--- src/rtl/sr_latch_arbiter.sv ---
// sr_latch_arbiter: round-robin arbiter that serialises set/clear operations onto a bank of SR latches
module sr_latch_arbiter #(
    parameter int NREQ   = 4,
    parameter int NLATCH = 8,
    parameter int IW     = 3
) (
    input  logic                 clk,
    input  logic                 reset,
    input  logic [NREQ-1:0]      req,
    input  logic [NREQ-1:0]      set_op,
    input  logic [NREQ*IW-1:0]   idx,
    output logic [NREQ-1:0]      gnt,
    output logic [NREQ-1:0]      done,
    output logic [NLATCH-1:0]    lat_s,
    output logic [NLATCH-1:0]    lat_r,
    output logic [NLATCH-1:0]    lat_en,
    output logic                 lat_rst,
    output logic [NLATCH-1:0]    shadow,
    output logic                 busy
);
    localparam int PW = NREQ > 1 ? $clog2(NREQ) : 1;
    typedef enum logic [1:0] {IDLE, DRIVE, DONE} state_t;
    state_t              state;
    logic [PW-1:0]       ptr;
    logic [PW-1:0]       win;
    logic                op_cap;
    logic [PW-1:0]       win_n;
    logic                found_n;
    logic [IW-1:0]       idx_n;
    logic                op_n;
    logic [NLATCH-1:0]   sel_n;
    logic                chg_n;
    assign busy = state != IDLE;
    // round-robin search from ptr, then decode the winner's latch and decide whether a drive is needed
    always_comb begin
        win_n   = ptr;
        found_n = 1'b0;
        idx_n   = '0;
        for (int i = 0; i < NREQ; i++) begin
            logic [PW-1:0] j;
            j = PW'((32'(ptr) + 32'(i)) % NREQ);
            if (!found_n && req[j]) begin
                win_n   = j;
                found_n = 1'b1;
            end
        end
        for (int k = 0; k < NREQ; k++)
            if (win_n == PW'(k)) idx_n = idx[k*IW +: IW];
        op_n  = set_op[win_n];
        sel_n = (32'(idx_n) < NLATCH) ? NLATCH'(1) << idx_n : '0;
        chg_n = |(sel_n & (shadow ^ {NLATCH{op_n}}));
    end
    // control FSM; lat_en holds the captured latch select during DRIVE and is reused for the shadow update
    always_ff @(posedge clk) begin
        if (reset) begin
            state   <= IDLE;
            gnt     <= '0;
            done    <= '0;
            lat_s   <= '0;
            lat_r   <= '0;
            lat_en  <= '0;
            shadow  <= '0;
            ptr     <= '0;
            win     <= '0;
            op_cap  <= 1'b0;
            lat_rst <= 1'b1;
        end else begin
            lat_rst <= 1'b0;
            case (state)
                IDLE: if (found_n) begin
                    win    <= win_n;
                    op_cap <= op_n;
                    gnt    <= NREQ'(1) << win_n;
                    if (chg_n) begin
                        state  <= DRIVE;
                        lat_en <= sel_n;
                        lat_s  <= op_n ? sel_n : '0;
                        lat_r  <= op_n ? '0 : sel_n;
                    end else begin
                        state <= DONE;
                        done  <= NREQ'(1) << win_n;
                    end
                end
                DRIVE: begin
                    state  <= DONE;
                    done   <= gnt;
                    lat_en <= '0;
                    lat_s  <= '0;
                    lat_r  <= '0;
                    shadow <= op_cap ? shadow | lat_en : shadow & ~lat_en;
                end
                DONE: begin
                    state <= IDLE;
                    gnt   <= '0;
                    done  <= '0;
                    ptr   <= (32'(win) == NREQ - 1) ? '0 : win + 1'b1;
                end
                default: state <= IDLE;
            endcase
        end
    end
endmodule

--- config.mk ---
export PLATFORM = sky130hd
export DESIGN_NAME = sr_latch_arbiter
export DESIGN_NICKNAME = d
export VERILOG_FILES = /design/src/rtl/sr_latch_arbiter.sv
export SDC_FILE = /design/constraint.sdc
export NUM_CORES = 1
export LEC_CHECK = 0
export BUFFER_PORTS_ARGS = -buffer_cell sky130_fd_sc_hd__buf_2
export CAP_MARGIN = 10
export CORE_MARGIN = 2
export CORE_UTILIZATION = 58
export CTS_BUF_LIST = sky130_fd_sc_hd__clkbuf_8
export DETAILED_ROUTE_END_ITERATION = 10
export PLACE_DENSITY = 0.94
export SLEW_MARGIN = 5
export SYNTH_ARGS = -nofsm -noshare
export SYNTH_HDL_FRONTEND = slang
export SYNTH_SLANG_ARGS = --single-unit
--- constraint.sdc ---
create_clock -name clk -period 5.9 [get_ports clk]
set_clock_uncertainty 0.15 [all_clocks]
set_input_delay 0.885 -clock clk [delete_from_list [all_inputs] [get_ports clk]]
set_output_delay 0.885 -clock clk [all_outputs]
set_load 0.005 [all_outputs]
## Yosys cells after proc, flatten, opt, wreduce, memory -nomap -nowiden

Index checks and enable logic that the tools add are counted.

- Register bits: 48
- Input bits: 22
- Output and inout bits: 42

- $add $sub $neg: 4
- $lt $le $gt $ge: 5
- Eq/ne operators: 9
- Shift operators: 2
- Mux-type cells: 43
- Bitwise operators: 5
- Reduce and logical (&&, ||, !) cells: 17

Operators by type and width:

| kind | count |
|---|---|
| $mux 8 | 9 |
| $pmux 8 s2 | 3 |
| $and 8x8->8 | 2 |
| $lt 2x3->1 const B | 5 |
| $mux 2 | 6 |
| $mux 3 | 4 |
| $mux 4 | 3 |
| $pmux 4 s3 | 1 |
| $bmux 1 s2 | 5 |
| $mux 1 | 10 |
| $eq 2x2->1 const B | 4 |
| $not 8->8 | 1 |
| $or 8x8->8 | 1 |
| $pmux 4 s2 | 1 |
| $reduce_or 8->1 | 1 |
| $shl 1x3->8 const A | 1 |
| $xor 8x8->8 | 1 |
| $ne 2x2->1 const B | 3 |
| $reduce_and 3->1 | 2 |
| $reduce_bool 2->1 | 3 |
| $add 2x1->2 const B | 2 |
| $add 2x2->2 const B | 2 |
| $eq 2x1->1 const B | 2 |
| $logic_not 2->1 | 2 |
| 6 further kinds | 11 |

## Logic depth before layout (Yosys ltp)

Gate-level depths: netlist (run 1).

- Depth after elaboration: 23
- Depth in mapped cells: 12
- Depth with buffers taken out: 10

## Worst setup path before layout (run 1)

OpenSTA, ideal clock, no wires.

- Path type: in2reg
- From: input port req[0]
- To: register lat_en[0]
- Library setup time: 0.117 ns
- Arrival time: 3.630 ns
- Data required time: 5.633 ns
- Setup slack: 2.003 ns
- Stages on the path: 12
- Buffers on the path: 2
- Path through: nor2b_1 -> o21ba_2 -> nor3_4 -> mux4_2 -> buf_6 -> and3_1 -> a32oi_1 -> a21oi_1 -> a211o_1 -> a31o_4 -> buf_6 -> a22o_1

- Longest elaborated chain between the ends: 22

RTL lines:

| element | RTL line | RTL |
|---|---|---|
| start, declared | 9 | `input logic [NREQ-1:0] req,` |
| $bmux 1 s2 | 42 | `if (!found_n && req[j]) begin` |
| $mux 1 (implied by the code) | 42 |  |
| $mux 1 | 42 |  |
| $logic_not 1->1 | 42 |  |
| $logic_and 1x1->1 | 42 |  |
| $mux 1 | 42 |  |
| $logic_not 1->1 | 42 |  |
| $logic_and 1x1->1 | 42 |  |
| [... 3 more ...] | -- |  |
| $mux 2 | 42 |  |
| $logic_not 2->1 | 48 | `if (win_n == PW'(k)) idx_n = idx[k*IW +: IW];` |
| $mux 3 (4 in series) | 48 |  |
| $shl 1x3->8 | 50 | `sel_n = (32'(idx_n) < NLATCH) ? NLATCH'(1) << idx_n : '0;` |
| $and 8x8->8 | 51 | `chg_n = \|(sel_n & (shadow ^ {NLATCH{op_n}}));` |
| $reduce_or 8->1 | 51 |  |
| $ne 2x2->1 (no source line) | -- |  |
| $reduce_and 3->1 (no source line) | -- |  |
| end signal, assigned | 76 | `lat_en <= sel_n;` |
| end, declared | 16 | `output logic [NLATCH-1:0] lat_en,` |

Parallel ways exist; a longest one is shown, timed or not. The select of a mux whose other input is x is not followed.
A chain may end at the register's enable or synchronous reset.

## Worst setup path after layout (run 1)

- From: input port req[2]
- To: register lat_s[1]

- Longest elaborated chain between the ends: 22

RTL lines:

| element | RTL line | RTL |
|---|---|---|
| $bmux 1 s2 | 42 |  |
| $mux 1 (implied by the code) | 42 |  |
| $mux 1 | 42 |  |
| $logic_not 1->1 | 42 |  |
| $logic_and 1x1->1 | 42 |  |
| $mux 1 | 42 |  |
| $logic_not 1->1 | 42 |  |
| $logic_and 1x1->1 | 42 |  |
| [... 3 more ...] | -- |  |
| $mux 2 | 42 |  |
| $logic_not 2->1 | 48 |  |
| $mux 3 (4 in series) | 48 |  |
| $shl 1x3->8 | 50 |  |
| $and 8x8->8 or $mux 8 (tied branches) | 51, 77 |  |
| $reduce_or 8->1 or $mux 8 (tied branches) | 51, 74 |  |
| $ne 2x2->1 (no source line) or $mux 8 (tied branches) | -- |  |
| $reduce_and 3->1 (no source line) or $pmux 8 s2 (tied branches) | -- |  |
| end signal, assigned | 77 | `lat_s <= op_n ? sel_n : '0;` |
| end, declared | 14 | `output logic [NLATCH-1:0] lat_s,` |

Parallel ways exist; a longest one is shown, timed or not. The select of a mux whose other input is x is not followed.

==> results of run 1 <==
-- layout make-up --
cell class / count / area [um^2] / area share
multi-input cells: 196 / 1300 / 0.469
flip-flops and latches: 48 / 961 / 0.347
repair buffers: 63 / 315 / 0.114
clock buffers: 5 / 68.8 / 0.0249
well taps: 50 / 62.6 / 0.0226
inverters: 10 / 37.5 / 0.0136
clock inverters: 3 / 23.8 / 0.00859
-- layout by cell type (no fill, tap or decap), types with 7 or more instances in the layout --
cell       instances
nand4_1            7
nor3_1             9
a21oi_1           15
nor2_1            17
nand2_1           29
o2bb2ai_1         16
a22o_1             8
dfxtp_1           48
nand3_1           13
buf_2             63
inv_1             10
-- worst max-delay path by stage --
stage	end	slack, ns
after floorplan	lat_en[0]	2.00
after global placement	lat_en[5]	1.64
after detailed placement	lat_en[4]	1.51
after CTS	lat_s[1]	1.80
after global routing	lat_r[4]	1.39
final	lat_s[1]	1.69
-- worst max-delay path, stage by stage --
cell and delay [ns]:
buf_2 0.12, nor2b_1 0.15, o21a_1 0.18, nor2_1 0.58, o211ai_1 0.46, and2_1 0.30
o2111ai_1 0.22, nand4_1 0.18, nor3_1 0.72, nand2_1 0.28, o2bb2ai_1 0.23
-- power by group through the flow --
stage	Combinational (W)	Clock, W	Sequential [W]
2_1_floorplan	0.000421	0	0.000416
3_3_place_gp	0.000516	0	0.000425
3_5_place_dp	0.000533	0	0.000428
4_1_cts	0.000541	0.000203	0.000420
5_1_grt	0.000607	0.000216	0.000428
6_report	0.000552	0.000200	0.000422
-- through the flow --
stage	hold slack (ns)	cell area, um^2	utilization	total power, W
finish	0.316	2770	0.697	0.00117
global route	0.334	2770	0.697	0.00125
CTS	0.322	2770	0.697	0.00116
detailed placement	0.292	2680	0.674	0.000961
global placement	0.292	2680	0.674	0.000940
floorplan	0.304	2360	-	0.000837
-- metal layers --
layer,up-vias,GRT usage,part of all wire
met4,0,0.140,0.023
met1,1080,0.352,0.42
met3,16,0.0921,0.071
met2,107,0.445,0.48
li1,1130,-,-
met5,-,0,0
-- cells by family after synthesis --
family          synth area share
simple gates               0.229
compound gates             0.267
flops                      0.407
buf+inv                   0.0434
fa+ha+maj                 0.0265
mux                       0.0275
==> summary by stage, run 1 <==
Run status
The run finished with clean final reports.

Critical path
Data arrives at the worst endpoint at approximately 4.3 ns. The cell depth of the worst flop-to-flop path is 10. The critical path is of the input pin to flop type. The critical path startpoint is req[2]. The worst register-to-register path begins at ptr[1]. The critical-path maximum fanout is 10. The startpoint class of the critical path is an input pin.

Setup slack on the worst reg-to-reg path comes out at between 1.5 and 2 ns. In this run the critical register-to-register path is captured at lat_s[1]. The worst setup path is captured at a flop. STA puts the critical path data required time at roughly 6.0 ns.

Min path
The hold path startpoint is lat_s[3]. For hold timing, the worst endpoint is lat_s[3]. The number of stages on the worst hold path is 1. In this run the worst hold path is classified as flop to flop.

Synth
The mean post-synth cell area is approximately 8.9 um^2. After synthesis the cells add up to between 2000 and 2500 um^2. The count of mapped cells out of synthesis is about 270. The largest area contributor in the synthesized netlist is dfxtp_1. In the post-synthesis netlist, the cell with the most instances is dfxtp_1. After synthesis, the netlist uses between 40 and 50 different library cells. The async set-or-reset flop fraction in the synthesized netlist is 0. Counting instances in the post-synthesis netlist gives the leading cell types as 48 x dfxtp_1, 29 x nand2_1, 17 x nor2_1. After synthesis the netlist holds a flip-flop and latch count of 48. Yosys attributes the largest share of cell area to dfxtp_1 41%, o2bb2ai_1 5.9%, nand2_1 4.6%. The number of synthesized flops with an enable pin is 0. Of the synthesized area, sequential elements account for 0.407. The fraction of synthesized cell area taken by the top area cell type is 0.407.

The synthesis warning total is 0. The number of nets in the synthesized netlist is between 200 and 300. The dominant synthesized flop cell is dfxtp_1.

Power and ir drop
The sequential power share is 0.359. For this design the total switching power over the nets is approximately 0.0005 W. The power per cell area is between 400 and 500 nW/um^2. The worst-case IR drop observed on VDD is around 0.00039 V. Of the total power, the share spent switching nets is 0.438. The internal power of the cells totals approximately 0.00066 W. The leakage power summed over all cells is 1.16 nW.

The clock network fraction of total power is 0.170. The combinational fraction of design power is 0.470.

Global routing
The via count of the first global-routing pass came to 2,087. Summed over all layers, the global routing overflow is 0. Entering global routing, the biggest net connects 27 pins. The global-route wire length before repair is ~9600 um. The initial antenna violation count came to 0.

The global router's overall resource usage is 0.284.

Timing
The post-route setup TNS is 0 ns. Measured against its own limit, the worst slew margin works out to 0.434. The setup slack after layout is between 1.5 and 2 ns. Setup violations remaining at the end of the flow were counted as 0. The actual slew at the worst max-slew pin is about 0.84 ns. Setup repair after global routing left no endpoint under its margin.

The final-report max-slew violation count is 0. The highest attainable clock frequency is about 240 MHz. The share of the clock period used by the worst path after layout is 0.714.

The hold violation count in the final report is 0. The shortest period the worst path allows is roughly 4.2 ns.

Finish
The filler-free cell count of the finished design is between 300 and 400. After the last flow step, the layout net total stands at 351. The layout has 316 filler cells.

The share of post-route cells with drive strength above 1 is 0.243. The number of antenna cells inserted is 0. The post-synthesis to final-layout area growth is 17.2%.

Clocking
The maximum level of the CTS H-tree is 2. Counting every sink on the clock net gives 48. Clock tree synthesis selected as its root buffer the cell clkbuf_8. Once the clock tree was built, the resizer swapped 0 gates to a different size.

The clock latency reported for the late side of the worst-skew pair is around 0.32 ns. Counting the buffers created by CTS gives 5. The longest clock path from root to sink contains 2 buffers.

The TritonCTS clock tree is done. Post-CTS timing repair inserted 0 buffers for setup. Clock-pin slew was measured on the worst setup and hold paths at roughly 0.090 ns. After clock tree synthesis, the flow added hold-fix buffers numbering 0.

Floorplanning
The placeable core region is roughly 4000 um^2. The floorplan die area is roughly 4600 um^2. After floorplanning, the core was divided into 23 placement rows.

The die is around 68 um wide. The die is roughly 68 um tall. For this configuration, the core starts out at a cell density of 0.595. 64 I/O pins were placed.

Route
Dividing the detail-routed wire length by the instance count gives 16.3 um. The antenna violation net count after detailed routing is 0. After the first detailed-routing iteration, the DRC count stood at 170. The vias after detailed routing is around 2,300. The pre-antenna-repair detailed-routing pass consisted of 4 iterations. The detail-routed via count per cell is roughly 6.2. The number of design rule violations left after detail routing is 0. The wire length after detailed routing is 6110 um.

Placed design
The detailed placement HPWL is 4360 um. After detailed placement, the design holds a cell count of ~370. OpenSTA, run right after detailed placement, puts the worst setup slack at 1.51 ns. The quantity of I/O buffers inserted on ports is 63.

At the end of routability-driven placement, the weighted congestion stood at between 0.8 and 0.9.

Run
The tool flagged a number of max-cap violations equal to 0.
Power figures use the tool's default switching activity.
==> inputs of run 2 (changes only) <==
--- a/config.mk
+++ b/config.mk
@@ -8,10 +8,10 @@
 export BUFFER_PORTS_ARGS = -buffer_cell sky130_fd_sc_hd__buf_2
 export CAP_MARGIN = 10
 export CORE_MARGIN = 2
-export CORE_UTILIZATION = 58
+export CORE_UTILIZATION = 54
 export CTS_BUF_LIST = sky130_fd_sc_hd__clkbuf_8
 export DETAILED_ROUTE_END_ITERATION = 10
-export PLACE_DENSITY = 0.94
+export PLACE_DENSITY = 0.89
 export SLEW_MARGIN = 5
 export SYNTH_ARGS = -nofsm -noshare
 export SYNTH_HDL_FRONTEND = slang
==> constraint.sdc (replaced) <==
create_clock -name clk -period 3.97 [get_ports clk]
set_clock_uncertainty 0.15 [all_clocks]
set_input_delay 0.5955 -clock clk [delete_from_list [all_inputs] [get_ports clk]]
set_output_delay 0.5955 -clock clk [all_outputs]
set_load 0.005 [all_outputs]
==> run 2 against run 1 <==
Combinational power is 49% higher. Largest cell class unchanged. Register-to-register slack worse by 1.5 ns. First-iteration DRC count is 56% higher. Flip-flop and latch count stayed put. Highest routed layer unchanged. Worst setup slack worse by 1.3 ns. Utilization is 4.3 points lower. Total power is 48% higher. Sequential share of layout area is 0.49 points lower. Global-route usage is 3.2 points lower. Worst hold slack hardly changed.
==> summary by stage, run 2 (synthesis gave the netlist of run 1 again) <==
Route
The vias after detailed routing came to 2,390 (+2.4%). The first-pass iteration count of the detailed router is 4 (unchanged). The detail-routed via count per cell is 6.26 (+0.57%). The final routed wire length divided by cell count is 15.5 um (-4.6%).

The DRC marker count from the first detailed-route iteration is 265 (+56%). The wire length after detailed routing came to 5930 um (-2.9%). The antenna violation net count after detailed routing is 0 (unchanged). The number of design rule violations left after detail routing is 0 (unchanged).

Critical path
The required time of the critical path is 4.02 ns (-1.98 ns). The endpoint class of the critical path is a flop. The critical path class is input pin to flop.

The number of buffers and inverters on the critical path was 2 (+1). The critical-path maximum fanout is 24 (+14). The worst-case register-to-register setup slack is 0.43 ns (-1.54 ns). The data arrival at the endpoint of the critical path is 3.65 ns (-0.66 ns). STA classifies the critical path startpoint as an input pin.

The critical path goes through buf_2 -> nor2b_1 -> o21a_1 -> nor3_4 -> buf_4 -> o211ai_1 -> a21boi_0 -> a32oi_1 -> a21oi_1 -> a211o_1 -> a31o_4 -> a22o_1. Grouping stages by cell kind, the critical path spends the most delay in compound AO/OA/AOI/OAI gates. The critical-path cell with the highest stage delay is o211ai_1.

The source of the worst register-to-register timing path is ptr[1]. The reg-to-reg critical path endpoint is lat_en[7]. The delay of the slowest cell on the worst path is 0.53 ns (-0.19 ns). The cell depth of the worst flop-to-flop path is 10 (unchanged).

Run
The max-capacitance violation count is 0 (unchanged).

Timing
Counting I/O delays and the setup requirement, the final critical path takes roughly 3.6 ns. The actual slew at the worst max-slew pin is 0.813 ns (-0.0296 ns). The hold violation count in the final report was 0 (unchanged). Setup repair after global routing left no endpoint under its margin. The final-report max-slew violation count came to 0 (unchanged). For this run, the top clock speed supported by timing is 278 MHz. In the finished design, the share of the clock period the worst path needs comes to 0.907. The final number of setup-violating endpoints came to 0 (unchanged). The post-route setup TNS came to 0 ns (unchanged). The relative slew slack is 0.453 (+0.0191). The setup slack after layout is 0.370 ns (-1.32 ns).

Clocking
The TritonCTS clock tree is done. The maximum level of the CTS H-tree came to 2 (unchanged). The maximum clock insertion buffer count came to 2 (unchanged). The number of setup buffers added after CTS is 0 (unchanged). The post-cts sizing count was 0 (unchanged). The clock latency reported for the late side of the worst-skew pair was 0.30 ns (-0.02 ns). The number of buffers added to fix hold violations after cts is 0 (unchanged).

The number of buffers created by CTS is 5 (unchanged). The clock net sink count is 48 (unchanged). The clock-pin slew on the worst setup and hold paths was 0.09 ns (about the same). The cell at the root of the clock tree is clkbuf_8.

Floorplanning
The floorplan die area is 4920 um^2 (+7.0%). The number of primary I/O pins is 64 (unchanged). The number of core rows came to 24 (+4.3%).

The effective utilization at floorplan is 0.550 (-0.0447). The die outline height was 70.2 um (+3.4%). The horizontal extent of the die is 70.2 um (+3.4%). The placeable core region is 4290 um^2 (+8.1%).

Min path
The destination of the worst hold path is lat_s[6]. The path class of the tightest hold or removal check is flop to flop. The hold path startpoint is lat_s[6]. The number of stages on the worst hold path is 1 (unchanged).

Global routing
The global-route wire length before repair was 9940 um (+3.3%). The pin count of the biggest net entering global routing is 27 (unchanged). The initial antenna violation count was 0 (unchanged).

The global router's overall resource usage is 0.252 (-0.0318). The via count of the first global-routing pass came to 2,190 (+4.9%). The total grt overflow came to 0 (unchanged).

Finish
The share of post-route cells with drive strength above 1 is 0.255 (+0.0115). The most frequent standard cell in the layout excluding fill and tap cells is buf_2. The number of antenna cells inserted is 0 (unchanged).

The library cells used most frequently in the layout, excluding fill and tap cells, are 63 x buf_2, 48 x dfxtp_1, 29 x nand2_1. Relative to the synthesized area, the layout overhead comes to 18.8%. The number of fillers in the final layout is 361 (+14%). The post-route cell area is 2810 um^2 (+1.4%). The post-layout net count came to 356 (+1.4%).

Placed design
The final RePlAce weighted congestion came to 0.958 (+8.6%). The quantity of I/O buffers inserted on ports came to 63 (unchanged). The instance area after placement is 2720 um^2 (+1.5%). The pre-CTS worst setup slack is 0.143 ns (-1.37 ns).

The detailed placement HPWL came to 4420 um (+1.2%).

Power and ir drop
The power per cell area was 620 nW/um^2 (+46%). The leakage power summed over all cells was 1.20 nW (+3.1%). The maximum vdd drop came to 0.000384 V (-0.75%).

Run status
The flow ran to the end, and the final reports show no timing, DRC or antenna violations.
## run 2: cell count changes in the layout (fill, tap and decap cells not counted), sizes merged
cell      change
clkbuf        +1
buf           +5
clkinv        +1
clkinvlp      -2
## run 2: worst max-delay path by stage
stage           start   endpoint  slack (ns)  cells after the start
6_report       req[0]  lat_en[7]        0.37                     12
5_1_grt        req[2]  lat_en[7]        0.08                     11
4_1_cts        req[0]  lat_en[7]        0.46                     12
3_5_place_dp   req[3]  lat_en[5]        0.14                     12
3_3_place_gp   req[0]  lat_en[5]        0.25                     11
2_1_floorplan  req[0]  lat_en[0]        0.36                     12
## run 2: per-layer routing
layer | vias to the layer above | global-route usage | wire length, um
met2 | 105 | 0.406 | 2840
met5 | - | 0 | 0
met1 | 1130 | 0.316 | 2420
li1 | 1134 | - | -
met4 | 0 | 0.113 | 182
met3 | 21 | 0.0678 | 489
## run 2: metrics by stage
stage	hold slack, ns	util	power (W)	std cells
after floorplan	0.304	-	0.00124	266
after global placement	0.295	0.633	0.00141	374
after detailed placement	0.293	0.633	0.00144	374
after CTS	0.321	0.654	0.00174	382
after global routing	0.331	0.654	0.00187	382
final	0.316	0.654	0.00174	382
## run 2: final cells by class
type	instances	area, um^2	area share
Multi-Input combinational cell	196	1300	0.463
Sequential cell	48	961	0.342
Timing Repair Buffer	68	353	0.126
Clock buffer	6	82.6	0.0294
Tap cell	52	65.1	0.0232
Inverter	10	37.5	0.0134
Clock inverter	2	10.0	0.00356
## run 2: power breakdown
group | switching [W] | internal, W
clock network | 0.000157 | 0.000139
registers | 0.0000651 | 0.000558
logic | 0.000509 | 0.000313
total | 0.000731 | 0.00101
==> inputs of run 3 (changes only) <==
--- a/config.mk
+++ b/config.mk
@@ -7,6 +7,7 @@
 export LEC_CHECK = 0
 export BUFFER_PORTS_ARGS = -buffer_cell sky130_fd_sc_hd__buf_2
 export CAP_MARGIN = 10
+export CORE_ASPECT_RATIO = 0.9
 export CORE_MARGIN = 2
 export CORE_UTILIZATION = 54
 export CTS_BUF_LIST = sky130_fd_sc_hd__clkbuf_8
==> run 3 against run 2 <==
Worst hold slack worse by 0.00063 ns. Sequential power is 0.6% higher. Die area hardly changed. Total power is 3.0% higher. Non-clock buffer count stayed put. Flip-flop and latch count stayed put.
==> summary by stage, run 3 (synthesis gave the netlist of run 1 again) <==
Run status
The run finished with clean final reports.

Clocking
The number of buffers created by CTS is 5 (unchanged). The clock net sink count is 48 (unchanged). The cell at the root of the clock tree is clkbuf_8. The clock latency reported for the late side of the worst-skew pair is 0.30 ns (about the same). The maximum level of the CTS H-tree was 2 (unchanged). The maximum clock insertion buffer count is 2 (unchanged). TritonCTS built the clock tree. The number of setup buffers added after CTS is 0 (unchanged). The clock-pin slew on the worst setup and hold paths is 0.08 ns (about the same).

Power and ir drop
The leakage power summed over all cells is 1.20 nW (+0.75%). The sequential power share is 0.350 (-0.008). The clock network fraction of total power was 0.190 (+0.020). The internal cell power is 0.00106 W (+4.6%). The maximum vdd drop is 0.000480 V (+25%). The combinational fraction of design power is 0.460 (-0.012).

The power per cell area is 635 nW/um^2 (+2.5%). The switching part of the total is 0.411 (-0.00893). The switching component of the power is 0.000737 W (+0.82%).

Global routing
The total grt overflow is 0 (unchanged). The pin count of the biggest net entering global routing is 27 (unchanged). The global-route wire length before repair was 9080 um (-8.7%).

The via count of the first global-routing pass came to 2,020 (-7.8%). The initial antenna violation count is 0 (unchanged). The global router's overall resource usage came to 0.242 (-0.0105).

Route
The vias after detailed routing is 2,323 (-2.8%). The final routed wire length divided by cell count is 15.5 um (-0.41%). The antenna violation net count after detailed routing was 0 (unchanged). The DRC marker count from the first detailed-route iteration is 145 (-45%). The wire length after detailed routing came to 5850 um (-1.5%).

The detail-routed via count per cell is 6.15 (-1.8%). The number of design rule violations left after detail routing is 0 (unchanged). The first-pass iteration count of the detailed router is 6 (+2).

Finish
The post-layout net count came to 356 (unchanged). The number of antenna cells inserted is 0 (unchanged). The share of post-route cells with drive strength above 1 is 0.255 (unchanged). The library cell used most frequently in the layout, excluding fill and tap cells, is buf_2.

Relative to the synthesized area, the layout overhead comes to 19.5%. In the layout the commonest cells are 63 x buf_2, 48 x dfxtp_1, 29 x nand2_1.

Critical path
The worst-case register-to-register setup slack was 0.37 ns (-0.06 ns). The startpoint class of the critical path is an input pin. The delay of the slowest cell on the worst path is 0.49 ns (-0.04 ns). The cell depth of the worst flop-to-flop path is 10 (unchanged). The source of the worst register-to-register timing path is ptr[1]. The required time of the critical path is 4.06 ns (+0.04 ns). The endpoint identified for the worst register-to-register timing path is lat_en[4]. The slowest stage of the critical path is the or4_1 cell. The kind of cell adding the most delay to the critical path is simple AND/OR/NAND/NOR gates.

Traced cell by cell, the critical path runs through buf_2 -> and3b_1 -> a2111oi_1 -> or2_1 -> mux4_2 -> buf_4 -> or4_1 -> nand4_1 -> a211o_1 -> a31o_4 -> a22o_1. The data arrival at the endpoint of the critical path was 3.73 ns (+0.08 ns). The critical path is of the input pin to flop type. The endpoint class of the critical path is a flop. The number of buffers and inverters on the critical path is 2 (unchanged). The critical-path maximum fanout came to 24 (unchanged).

Timing
The setup slack after layout was 0.334 ns (-0.0354 ns). Setup repair after global routing left no endpoint under its margin. The post-route setup TNS is 0 ns (unchanged). The share of the clock period used by the worst path after layout came to 0.916 (+0.00892). The worst hold slack after final layout is 0.315 ns (-0.000630 ns). The shortest period the worst path allows came to 3.64 ns (+0.0354 ns). The final number of setup-violating endpoints is 0 (unchanged).

The actual slew at the worst max-slew pin came to 0.785 ns (-0.0275 ns). The relative slew slack is 0.476 (+0.0233). The final-report max-slew violation count came to 0 (unchanged). The hold violation count in the final report is 0 (unchanged). The highest attainable clock frequency came to 275 MHz (-0.97%).

Placed design
The quantity of I/O buffers inserted on ports is 63 (unchanged). The final RePlAce weighted congestion was 0.914 (-4.6%). The detailed placement HPWL is 4250 um (-3.8%). The pre-CTS worst setup slack is 0.0949 ns (-0.0486 ns).

Min path
The worst hold path begins at lat_s[2]. The worst hold path terminates at lat_s[2]. In this run the worst hold path is classified as flop to flop. The number of stages on the worst hold path is 1 (unchanged).

Floorplanning
The placeable core region is 4130 um^2 (-3.8%). The die outline height is 66.8 um (-4.8%). The floorplan die area is 4920 um^2 (about the same). The number of core rows is 22 (-8.3%). The horizontal extent of the die is 73.7 um (+5.1%). The effective utilization at floorplan is 0.572 (+0.0220). The number of primary I/O pins was 64 (unchanged).

Run
The max-capacitance violation count is 0 (unchanged).
==> run 3: cell types whose count changed in the layout (fill, tap and decap cells not counted), sizes merged <==
| cell | before | now |
|---|---|---|
| bufinv | 0 | 1 |
| clkbuf | 6 | 5 |
| clkinv | 2 | 1 |
| inv | 10 | 11 |
==> run 3: worst max path at each step <==
stage	slack [ns]	endpoint	from	cells past startpoint
floorplan	0.36	lat_en[0]	req[0]	12
global placement	0.21	lat_en[5]	req[3]	11
detailed placement	0.09	lat_en[4]	req[3]	11
CTS	0.40	lat_en[4]	req[3]	11
global route	0.04	lat_en[4]	req[0]	11
finish	0.33	lat_en[4]	req[3]	11
==> run 3: layout make-up <==
class | instances | area [um^2]
clock inverters | 3 | 38.8
fillers | 334 | 1310
flip-flops and latches | 48 | 961
inverters | 10 | 37.5
multi-input cells | 196 | 1310
well taps | 48 | 60.1
repair buffers | 68 | 353
clock buffers | 5 | 68.8
==> run 3: layer usage <==
layer | vias up | wire length [um] | GRT usage
li1 | 1139 | - | -
met1 | 1082 | 2610 | 0.316
met2 | 96 | 2730 | 0.391
met3 | 6 | 450 | 0.0514
met4 | 0 | 55 | 0.0886
met5 | - | 0 | 0
==> run 3: power by group through the flow <==
stage / clock [W] / sequential [W] / combinational, W
2_1_floorplan: 0 / 0.000618 / 0.000626
3_3_place_gp: 0 / 0.000630 / 0.000784
3_5_place_dp: 0 / 0.000633 / 0.000803
4_1_cts: 0.000344 / 0.000624 / 0.000809
5_1_grt: 0.000359 / 0.000633 / 0.000910
6_report: 0.000341 / 0.000627 / 0.000825
==> run 3: timing repair <==
action | in CTS | in global routing
hold buffers | 0 | 0
gates resized for setup | 0 | 1
setup endpoints to repair | 0 | 2
==> run 3: metrics by stage <==
stage,power [W],instance area (um^2),instances,utilization
6_report,0.00179,2820,378,0.684
5_1_grt,0.00190,2820,378,0.684
4_1_cts,0.00178,2820,378,0.683
3_5_place_dp,0.00144,2710,370,0.657
3_3_place_gp,0.00141,2710,370,0.657
2_1_floorplan,0.00124,2360,266,-
